<file path="src/rtl/mfm_writer.sv">
// MFM field writer: gap, sync, A1 address marks, mark byte, payload, CRC16 and trailing gap as write-data flux pulses.
// Define MFM_STATE_OUT_EN to expose the FSM encoding on o_State for debug.
module mfm_writer #(
    parameter int clkspd     = 25000000,
    parameter int datarate   = 250000,
    parameter int PULSE_CLKS = 12,
    parameter int GAP_BYTES  = 12
) (
    input  logic        i_Clk,
    input  logic        i_Reset,
    input  logic        i_Start,
    input  logic [7:0]  i_Mark,
    input  logic [10:0] i_Length,
    input  logic [7:0]  i_Data,
    input  logic        i_Valid,
    output logic        o_Ready,
    output logic        o_WriteData,
    output logic        o_WriteGate,
    output logic        o_Busy,
    output logic        o_Done,
    output logic        o_Underrun
`ifdef MFM_STATE_OUT_EN
    ,
    output logic [3:0]  o_State
`endif
);

    localparam int CELL_CLKS = clkspd / (2 * datarate);
    localparam int CW        = (CELL_CLKS > 1) ? $clog2(CELL_CLKS) : 1;
    localparam logic [CW-1:0] CELL_LAST = CW'(CELL_CLKS - 1);
    localparam logic [CW-1:0] PULSE_END = CW'(PULSE_CLKS);

    typedef enum logic [3:0] {
        IDLE  = 4'd0,
        GAP   = 4'd1,
        SYNC  = 4'd2,
        AM    = 4'd3,
        MARK  = 4'd4,
        DATA  = 4'd5,
        CRCH  = 4'd6,
        CRCL  = 4'd7,
        TRAIL = 4'd8
    } state_t;

    state_t      state, state_n;
    logic [CW-1:0] cell_cnt;
    logic [3:0]  cell_idx;
    logic [10:0] byte_cnt, byte_cnt_n;
    logic [15:0] cells, cells_n;
    logic [15:0] crc, crc_n;
    logic        prev_bit, prev_n, prev_in;
    logic [7:0]  mark_reg;
    logic [10:0] len_reg;
    logic [10:0] acc_cnt;
    logic [7:0]  buf_data;
    logic        buf_full;
    logic        underrun;
    logic        done, done_n;
    logic        busy, byte_end, take;
    logic        load, load_am, fetch;
    logic [7:0]  load_byte;
    logic [7:0]  pay_byte;
    logic        pay_miss;

    function automatic logic [15:0] crc_upd(input logic [15:0] c_in, input logic [7:0] b);
        logic [15:0] c;
        logic        fb;
        c = c_in;
        for (int i = 7; i >= 0; i--) begin
            fb = c[15] ^ b[i];
            c  = {c[14:0], 1'b0};
            if (fb) c = c ^ 16'h1021;
        end
        return c;
    endfunction

    // Clock cell is written only between two zero data bits.
    function automatic logic [15:0] mfm_enc(input logic [7:0] b, input logic p_in);
        logic [15:0] r;
        logic        p;
        r = 16'h0000;
        p = p_in;
        for (int i = 7; i >= 0; i--) begin
            r[2*i+1] = ~p & ~b[i];
            r[2*i]   = b[i];
            p        = b[i];
        end
        return r;
    endfunction

    assign busy     = (state != IDLE);
    assign byte_end = busy && (cell_cnt == CELL_LAST) && (cell_idx == 4'd15);
    assign o_Ready  = ((state == MARK) || (state == DATA)) && !buf_full && (acc_cnt < len_reg);
    assign take     = i_Valid && o_Ready;
    assign prev_in  = (state == IDLE) ? 1'b0 : prev_bit;

    // A byte handed over in the very cycle it is needed is used directly.
    assign pay_byte = buf_full ? buf_data : (take ? i_Data : 8'h00);
    assign pay_miss = !buf_full && !take;

    always_comb begin
        state_n    = state;
        byte_cnt_n = byte_cnt;
        crc_n      = crc;
        load       = 1'b0;
        load_am    = 1'b0;
        load_byte  = 8'h00;
        fetch      = 1'b0;
        done_n     = 1'b0;
        case (state)
            IDLE: begin
                if (i_Start) begin
                    state_n    = GAP;
                    load       = 1'b1;
                    load_byte  = 8'h4E;
                    byte_cnt_n = 11'd0;
                end
            end
            GAP: begin
                if (byte_end) begin
                    load = 1'b1;
                    if (byte_cnt == 11'(GAP_BYTES - 1)) begin
                        state_n    = SYNC;
                        load_byte  = 8'h00;
                        byte_cnt_n = 11'd0;
                    end else begin
                        load_byte  = 8'h4E;
                        byte_cnt_n = byte_cnt + 11'd1;
                    end
                end
            end
            SYNC: begin
                if (byte_end) begin
                    load = 1'b1;
                    if (byte_cnt == 11'd11) begin
                        state_n    = AM;
                        load_am    = 1'b1;
                        crc_n      = crc_upd(16'hFFFF, 8'hA1);
                        byte_cnt_n = 11'd0;
                    end else begin
                        load_byte  = 8'h00;
                        byte_cnt_n = byte_cnt + 11'd1;
                    end
                end
            end
            AM: begin
                if (byte_end) begin
                    load = 1'b1;
                    if (byte_cnt == 11'd2) begin
                        state_n    = MARK;
                        load_byte  = mark_reg;
                        crc_n      = crc_upd(crc, mark_reg);
                        byte_cnt_n = 11'd0;
                    end else begin
                        load_am    = 1'b1;
                        crc_n      = crc_upd(crc, 8'hA1);
                        byte_cnt_n = byte_cnt + 11'd1;
                    end
                end
            end
            MARK: begin
                if (byte_end) begin
                    load       = 1'b1;
                    byte_cnt_n = 11'd0;
                    if (len_reg == 11'd0) begin
                        state_n   = CRCH;
                        load_byte = crc[15:8];
                    end else begin
                        state_n   = DATA;
                        fetch     = 1'b1;
                        load_byte = pay_byte;
                        crc_n     = crc_upd(crc, pay_byte);
                    end
                end
            end
            DATA: begin
                if (byte_end) begin
                    load = 1'b1;
                    if (byte_cnt == len_reg - 11'd1) begin
                        state_n    = CRCH;
                        load_byte  = crc[15:8];
                        byte_cnt_n = 11'd0;
                    end else begin
                        fetch      = 1'b1;
                        load_byte  = pay_byte;
                        crc_n      = crc_upd(crc, pay_byte);
                        byte_cnt_n = byte_cnt + 11'd1;
                    end
                end
            end
            CRCH: begin
                if (byte_end) begin
                    state_n   = CRCL;
                    load      = 1'b1;
                    load_byte = crc[7:0];
                end
            end
            CRCL: begin
                if (byte_end) begin
                    state_n   = TRAIL;
                    load      = 1'b1;
                    load_byte = 8'h4E;
                end
            end
            TRAIL: begin
                if (byte_end) begin
                    state_n = IDLE;
                    done_n  = 1'b1;
                end
            end
            default: state_n = IDLE;
        endcase
    end

    // Address marks use the A1 pattern with one clock pulse removed.
    assign cells_n = load_am ? 16'h4489 : mfm_enc(load_byte, prev_in);
    assign prev_n  = load_am ? 1'b1 : load_byte[0];

    always_ff @(posedge i_Clk) begin
        if (i_Reset) begin
            state    <= IDLE;
            cell_cnt <= '0;
            cell_idx <= 4'd0;
            byte_cnt <= 11'd0;
            cells    <= 16'h0000;
            crc      <= 16'hFFFF;
            prev_bit <= 1'b0;
            mark_reg <= 8'h00;
            len_reg  <= 11'd0;
            acc_cnt  <= 11'd0;
            buf_data <= 8'h00;
            buf_full <= 1'b0;
            underrun <= 1'b0;
            done     <= 1'b0;
        end else begin
            state    <= state_n;
            done     <= done_n;
            byte_cnt <= byte_cnt_n;
            crc      <= crc_n;
            if (load) begin
                cells    <= cells_n;
                prev_bit <= prev_n;
            end
            if (state == IDLE) begin
                cell_cnt <= '0;
                cell_idx <= 4'd0;
                if (i_Start) begin
                    mark_reg <= i_Mark;
                    len_reg  <= (i_Length > 11'd1024) ? 11'd1024 : i_Length;
                    acc_cnt  <= 11'd0;
                    buf_full <= 1'b0;
                    underrun <= 1'b0;
                end
            end else begin
                if (cell_cnt == CELL_LAST) begin
                    cell_cnt <= '0;
                    cell_idx <= cell_idx + 4'd1;
                end else begin
                    cell_cnt <= cell_cnt + CW'(1);
                end
            end
            if (fetch) begin
                buf_full <= 1'b0;
                if (pay_miss) underrun <= 1'b1;
            end else if (take) begin
                buf_full <= 1'b1;
                buf_data <= i_Data;
            end
            if (take || (fetch && pay_miss)) acc_cnt <= acc_cnt + 11'd1;
        end
    end

    assign o_WriteData = ~(busy && cells[4'd15 - cell_idx] && (cell_cnt < PULSE_END));
    assign o_WriteGate = ~busy;
    assign o_Busy      = busy;
    assign o_Done      = done;
    assign o_Underrun  = underrun;
`ifdef MFM_STATE_OUT_EN
    assign o_State     = state;
`endif

endmodule
</file>
<file path="config.mk">
export PLATFORM = sky130hd
export DESIGN_NAME = mfm_writer
export DESIGN_NICKNAME = d
export VERILOG_FILES = /design/src/rtl/mfm_writer.sv
export SDC_FILE = /design/constraint.sdc
export NUM_CORES = 1
export LEC_CHECK = 0
export CORE_MARGIN = 2
export CORE_UTILIZATION = 60
export DETAILED_ROUTE_END_ITERATION = 12
export GPL_TIMING_DRIVEN = 0
export PLACE_DENSITY = 0.8
export SKIP_CTS_REPAIR_TIMING = 1
export SLEW_MARGIN = 20
export SYNTH_ARGS = -nofsm -noshare
export SYNTH_HDL_FRONTEND = slang
export SYNTH_SLANG_ARGS = --single-unit
export TNS_END_PERCENT = 5
</file>
<file path="constraint.sdc">
create_clock -name i_Clk -period 4.24 [get_ports i_Clk]
set_input_delay 0.636 -clock i_Clk [delete_from_list [all_inputs] [get_ports i_Clk]]
set_output_delay 0.636 -clock i_Clk [all_outputs]
set_load 0.02 [all_outputs]
</file>
== Word-level counts from Yosys, hierarchy flattened ==
Cells that the tools add are included.
W data, S select, Z words.

* Register bits: 99
* Output and inout bits: 6
* Input bits: 31
* Word-level logic and storage cells: 351

* Equal/unequal tests: 29
* Reduce and logical (&&, ||, !) cells: 35
* Muxes and demuxes: 190
* $lt $le $gt $ge: 4
* Bitwise gates (word level): 73
* Add/subtract/negate cells: 6

{| class="wikitable"
|+ Operators with widths
! operator !! number
|-
| $mux W16 || 93
|-
| $mux W13 || 31
|-
| $mux W11 || 11
|-
| $not A3 Y3 || 29
|-
| $mux W8 || 9
|-
| $pmux W16 S4 || 1
|-
| $pmux W8 S7 || 1
|-
| $pmux W11 S5 || 1
|-
| $mux W4 || 13
|-
| $pmux W4 S9 || 1
|-
| $mux W7 || 4
|-
| $ne A2 B2 Y1 const B || 14
|-
| $xor A1 B1 Y1 || 23
|-
| $add A11 B1 Y11 const B || 2
|-
| $mux W1 || 20
|-
| $eq A4 B3 Y1 const B || 4
|-
| $not A1 Y1 || 13
|-
| $reduce_and A13 Y1 || 1
|-
| $eq A11 B11 Y1 || 1
|-
| $eq A11 B2 Y1 const B || 1
|-
| $eq A11 B4 Y1 const B || 1
|-
| $gt A11 B11 Y1 const B || 1
|-
| $logic_not A11 Y1 || 1
|-
| $lt A11 B11 Y1 || 1
|-
| other kinds (28) || 60
|}

== Logic depth before layout (Yosys ltp) ==
* Depth after elaboration: 47
* Depth in mapped cells: 12
* Mapped depth without buffers: 10

== Least setup slack after synthesis ==
Ideal clock, no wire load.

* Kind: register to register
* Start: register len_reg[3]
* End: register acc_cnt[0]
* Slack: 0.935 ns
* Cell stages (with the launch flop): 10
* Required time: 4.119 ns
* Path buffers: 1
* Period minus slack after synthesis: 3.305 ns
* Data arrival time: 3.184 ns
* Setup time: 0.121 ns
* Path through: dfxtp_1 > or4_4 > or4b_2 > xnor2_1 > a31oi_1 > o2111ai_4 > a21oi_2 > buf_4 > nor2_1 > mux2_2

* Cells in the longest elaborated chain, start to end: 9
* Elaborated cells between the ends (all ways): 19
* Classes of those cells: 1 x add/sub; 1 x order compare; 1 x eq/ne; 6 x mux; 10 x reduce/logical

{| class="wikitable"
|+ Ends and longest elaborated chain
! what !! line !! source
|-
| from (decl) || 53 || <nowiki>logic [10:0] len_reg;</nowiki>
|-
| from (signal assigned) || 249 || <nowiki>len_reg <= (i_Length > 11'd1024) ? 11'd1024 : i_Length;</nowiki>
|-
| $sub A11 B1 Y11 or $lt A11 B11 Y1 (tied branches) || 179, 93 ||
|-
| $eq A11 B11 Y1 or $logic_and A1 B1 Y1 (tied branches) || 179, 93 ||
|-
| $mux W1 or $logic_and A1 B1 Y1 (tied branches) || 179, 94 ||
|-
| $mux W1 or $logic_not A1 Y1 (tied branches) || 177, 99 ||
|-
| $pmux W1 S2 or $logic_and A1 B1 Y1 (tied branches) || 110, 99 ||
|-
| $logic_and A1 B1 Y1 || 269 || <nowiki>if (take || (fetch && pay_miss)) acc_cnt <= acc_cnt + 11'd1;</nowiki>
|-
| $logic_or A1 B1 Y1 * || 269 ||
|-
| $reduce_bool A2 Y1 (no source line) || n/a ||
|-
| $reduce_and A2 Y1 (no source line) || n/a ||
|-
| to (signal assigned) || 269 ||
|-
| to (decl) || 54 || <nowiki>logic [10:0] acc_cnt;</nowiki>
|}

Mark *: on every way between the ends. The rest lies on a longest branch, timed or not.
A chain may end at the register's enable or synchronous reset.

== Final worst setup path ==
* Start: register len_reg[3]
* End: register crc[5]

* Cells in the longest elaborated chain, start to end: 31
* Elaborated cells between the ends (all ways): 66
* Classes of those cells: 1 x add/sub; 1 x order compare; 3 x eq/ne; 49 x mux; 8 x bitwise; 4 x reduce/logical

{| class="wikitable"
|+ Ends and longest elaborated chain
! what !! line !! source
|-
| $lt A11 B11 Y1 || 93 || <nowiki>assign o_Ready = ((state == MARK) || (state == DATA)) && !buf_full && (acc_cnt < len_reg);</nowiki>
|-
| $logic_and A1 B1 Y1 || 93 ||
|-
| $logic_and A1 B1 Y1 || 94 || <nowiki>assign take = i_Valid && o_Ready;</nowiki>
|-
| $mux W8 (2 in series) || 98 || <nowiki>assign pay_byte = buf_full ? buf_data : (take ? i_Data : 8'h00);</nowiki>
|-
| $xor A1 B1 Y1 || 70 || <nowiki>fb = c[15] ^ b[i];</nowiki>
|-
| $mux W13 || 72 || <nowiki>if (fb) c = c ^ 16'h1021;</nowiki>
|-
| $mux W16 (on tied branches) || 179, 165 ||
|-
| $mux W16 (on tied branches) || 177, 162 ||
|-
| [... 14 more ...] || n/a ||
|-
| $mux W16 (on tied branches) || 179, 165 ||
|-
| $mux W16 (on tied branches) || 177, 162 ||
|-
| $mux W16 || 110 || <nowiki>case (state)</nowiki>
|-
| $not A3 Y3 (no source line) || n/a ||
|-
| $mux W13 || 72 ||
|-
| $mux W16 (on tied branches) || 179, 165 ||
|-
| $mux W16 (on tied branches) || 177, 162 ||
|-
| $pmux W16 S4 || 110 ||
|-
| to (signal assigned) || 239 || <nowiki>crc <= crc_n;</nowiki>
|-
| to (decl) || 50 || <nowiki>logic [15:0] crc, crc_n;</nowiki>
|}

Several ways; a longest one is shown, not always the timed one. The select of a mux whose other input is x is not followed.

==> qor.txt <==
HPWL Detailed: 14500 µm
Vias in the first global route: 6210
Reg2Reg Setup Slack: 200 ps
Biggest regs: cells (16), crc (16)
Syn_area_per_cell: 8.16 µm²
Int Power: 1.57 mW
Worst R2R Start: len_reg[3]
Final setup viols: 0
CTS max path bufs: 2
Achievable Freq: 0.248 GHz
Initial antenna violation count: 0
DIE AREA: 11700 µm²
Clk pwr share: 0.255
Top cell type's share of synthesized area: 0.302
Hold EP: cells[4]
Syn_nets: 844
WL/cell: 19.8 µm
WHS Path Cells: 2
Worst vdd ir: 0.000257 V
Post-synth top flop: dfxtp_1
Largest net degree at the start of global routing: 16
Slew Limit Fails: 0
GR Overflow Total: 0
Pwr Density: 343 nW/µm²
Static Leak: 2.79 nW
WP data required: 4540 ps
Capturing point of the worst reg2reg path: crc[5]
Fin crit period: 4040 ps
DR iter-0 viols: 602
Final setup TNS: 0 ps
Fin. Hold Viols: 0
Final Cycle Share: 0.952
# fillers: 872
Total Wirelength: 19400 µm
Die W: 108 µm
Worst Hold Class: flop to flop
Max-Cap Viols: 0
Global-route wire length before repair: 31000 µm
Post-DP Area: 7030 µm²
Detail Route Antenna Nets: 0
Number of flops mapped to enable cells by yosys: 0
Arrival @ worst endpoint: 4340 ps
RSZ-0062 raised after global routing: false
Most common cell after layout, fill and taps aside: dfxtp_1
Reg power frac: 0.425
Setup ws final: 204 ps
Critical Path Sink Type: flop
Synth top area cells: dfxtp_1 (30%), xor2_1 (5.3%), nand2_1 (4.9%)
Setup WS pre-CTS: 318 ps
Root buf cell: clkbuf_8
Status: completed
TritonCTS clock tree: done
Routability Congestion: 0.961
Mapped Area: 6500 µm²
Sw Pwr: 0.912 mW
Min-delay src: cells[4]
Placed cell count: 967
Multi-input gate area: 4270 µm²
DR DRC count: 0
Clock sinks: 98
Min Hold Slack: 472 ps
Post-synthesis sequential area ratio: 0.302
Commonest cells after routing, fill and taps aside: dfxtp_1 (98), nand2_1 (85), nor2_1 (65), a21oi_1 (48), clkbuf_1 (41)
CP Max Fanout: 10
Final Core Density: 0.694
TritonRoute pass-1 iters: 5
Slew @ Worst Pin: 1000 ps
Post-layout instance area: 7230 µm²
Ys async rst share: 0
Fin nets: 890
Vias per std cell: 6.57
Worst clock skew: 6.35 ps
Sw frac: 0.368
# diodes: 0
GRT Overall Usage: 0.343
Worst slew margin: 0.325
Seq cells post-synth: 98
Sequential cell area: 1960 µm²
Port Buffer Count: 35
Starting utilization of the core area: 0.624
Row count: 37
Via count: 6449
CP startpoint kind: flop
Worst R2R Path Depth: 10
Leading area contributor after synthesis: dfxtp_1
Synth warn: 0
P&R area growth vs syn: 11.3%
WS Path Type: flop to flop
DIE HEIGHT: 108 µm
Total power: 2.48 mW
Core Region: 10400 µm²
Clk pin slew, worst setup/hold paths: 90 ps
CTS buffer count: 9
Ports: 37
Synth cell types: 80
Clock Latency Late Sink: 390 ps
Cell count after synthesis: 796
Layout cells sized above 1: 0.0638
Combinational share of power: 0.320
H-tree Lvls: 3
Final non-filler cell total: 982
[worst max-delay path, cell delays in order, from the launching register on]
cell	delay [ps]
dfxtp_1	420
or4_4	620
or4b_2	710
xnor2_1	180
a31oi_1	590
o2111ai_4	400
a21oi_2	290
buf_2	250
buf_2	290
a21oi_1	100
o31ai_1	100
[metal layers]
layer	vias to the layer above	global-route usage	share of wire
met2	277	0.568	0.47
met3	58	0.0542	0.081
met5	-	0	0
met1	3087	0.446	0.42
li1	3027	-	-
met4	0	0.139	0.032
[synthesized netlist by cell type (6+ instances only)]
master / number
ha_1: 17
a211oi_1: 9
nand2b_1: 13
or3_1: 10
nand2_1: 85
nor4b_1: 7
a22oi_1: 6
a31oi_1: 9
xnor2_1: 31
nand3b_1: 11
a211o_1: 9
a21oi_1: 48
nand3_1: 34
mux2i_1: 10
o21ai_0: 29
and3_1: 10
a2111oi_0: 10
nor2_1: 65
xor2_1: 39
nor2b_1: 6
a22o_1: 8
inv_1: 24
a21o_1: 12
dfxtp_1: 98
nor3_1: 13
and2_1: 12
nor4_1: 10
o211ai_1: 6
clkbuf_1: 40
a221oi_1: 11
[kinds of logic after synthesis]
| family | count (synthesis) | share of synthesized area |
|---|---|---|
| AO/OA/AOI/OAI | 214 | 0.242 |
| buffers and inverters | 73 | 0.0437 |
| multiplexers | 16 | 0.0345 |
| flip-flops | 98 | 0.302 |
| AND/OR/NAND/NOR | 306 | 0.243 |
| XOR/XNOR | 72 | 0.101 |
| adder cells (fa/ha/maj) | 17 | 0.0327 |
[power by group through the flow]
stage / sequential, mW / combinational [mW] / clock, mW
global placement: 1.07 / 0.749 / 0
finish: 1.05 / 0.794 / 0.632
floorplan: 1.05 / 0.546 / 0
CTS: 1.05 / 0.775 / 0.633
detailed placement: 1.07 / 0.770 / 0
global route: 1.06 / 0.870 / 0.664
[final cells by class]
cell class / count / share of cell area
buffer: 49 / 0.0268
sequential: 98 / 0.271
clock inverter: 4 / 0.00727
multi-input combinational: 625 / 0.591
inverter: 24 / 0.0125
tap: 136 / 0.0235
clock buffer: 11 / 0.0196
timing repair buffer: 35 / 0.0485
[worst max path at each step]
stage,start,end,slack [ps]
final,len_reg[3],crc[5],200
after global routing,len_reg[3],crc[5],70
after CTS,len_reg[3],crc[5],300
after detailed placement,len_reg[3],crc[5],320
after global placement,len_reg[3],crc[1],380
after floorplan,len_reg[3],acc_cnt[0],930
(Power assumes the default switching activity.)
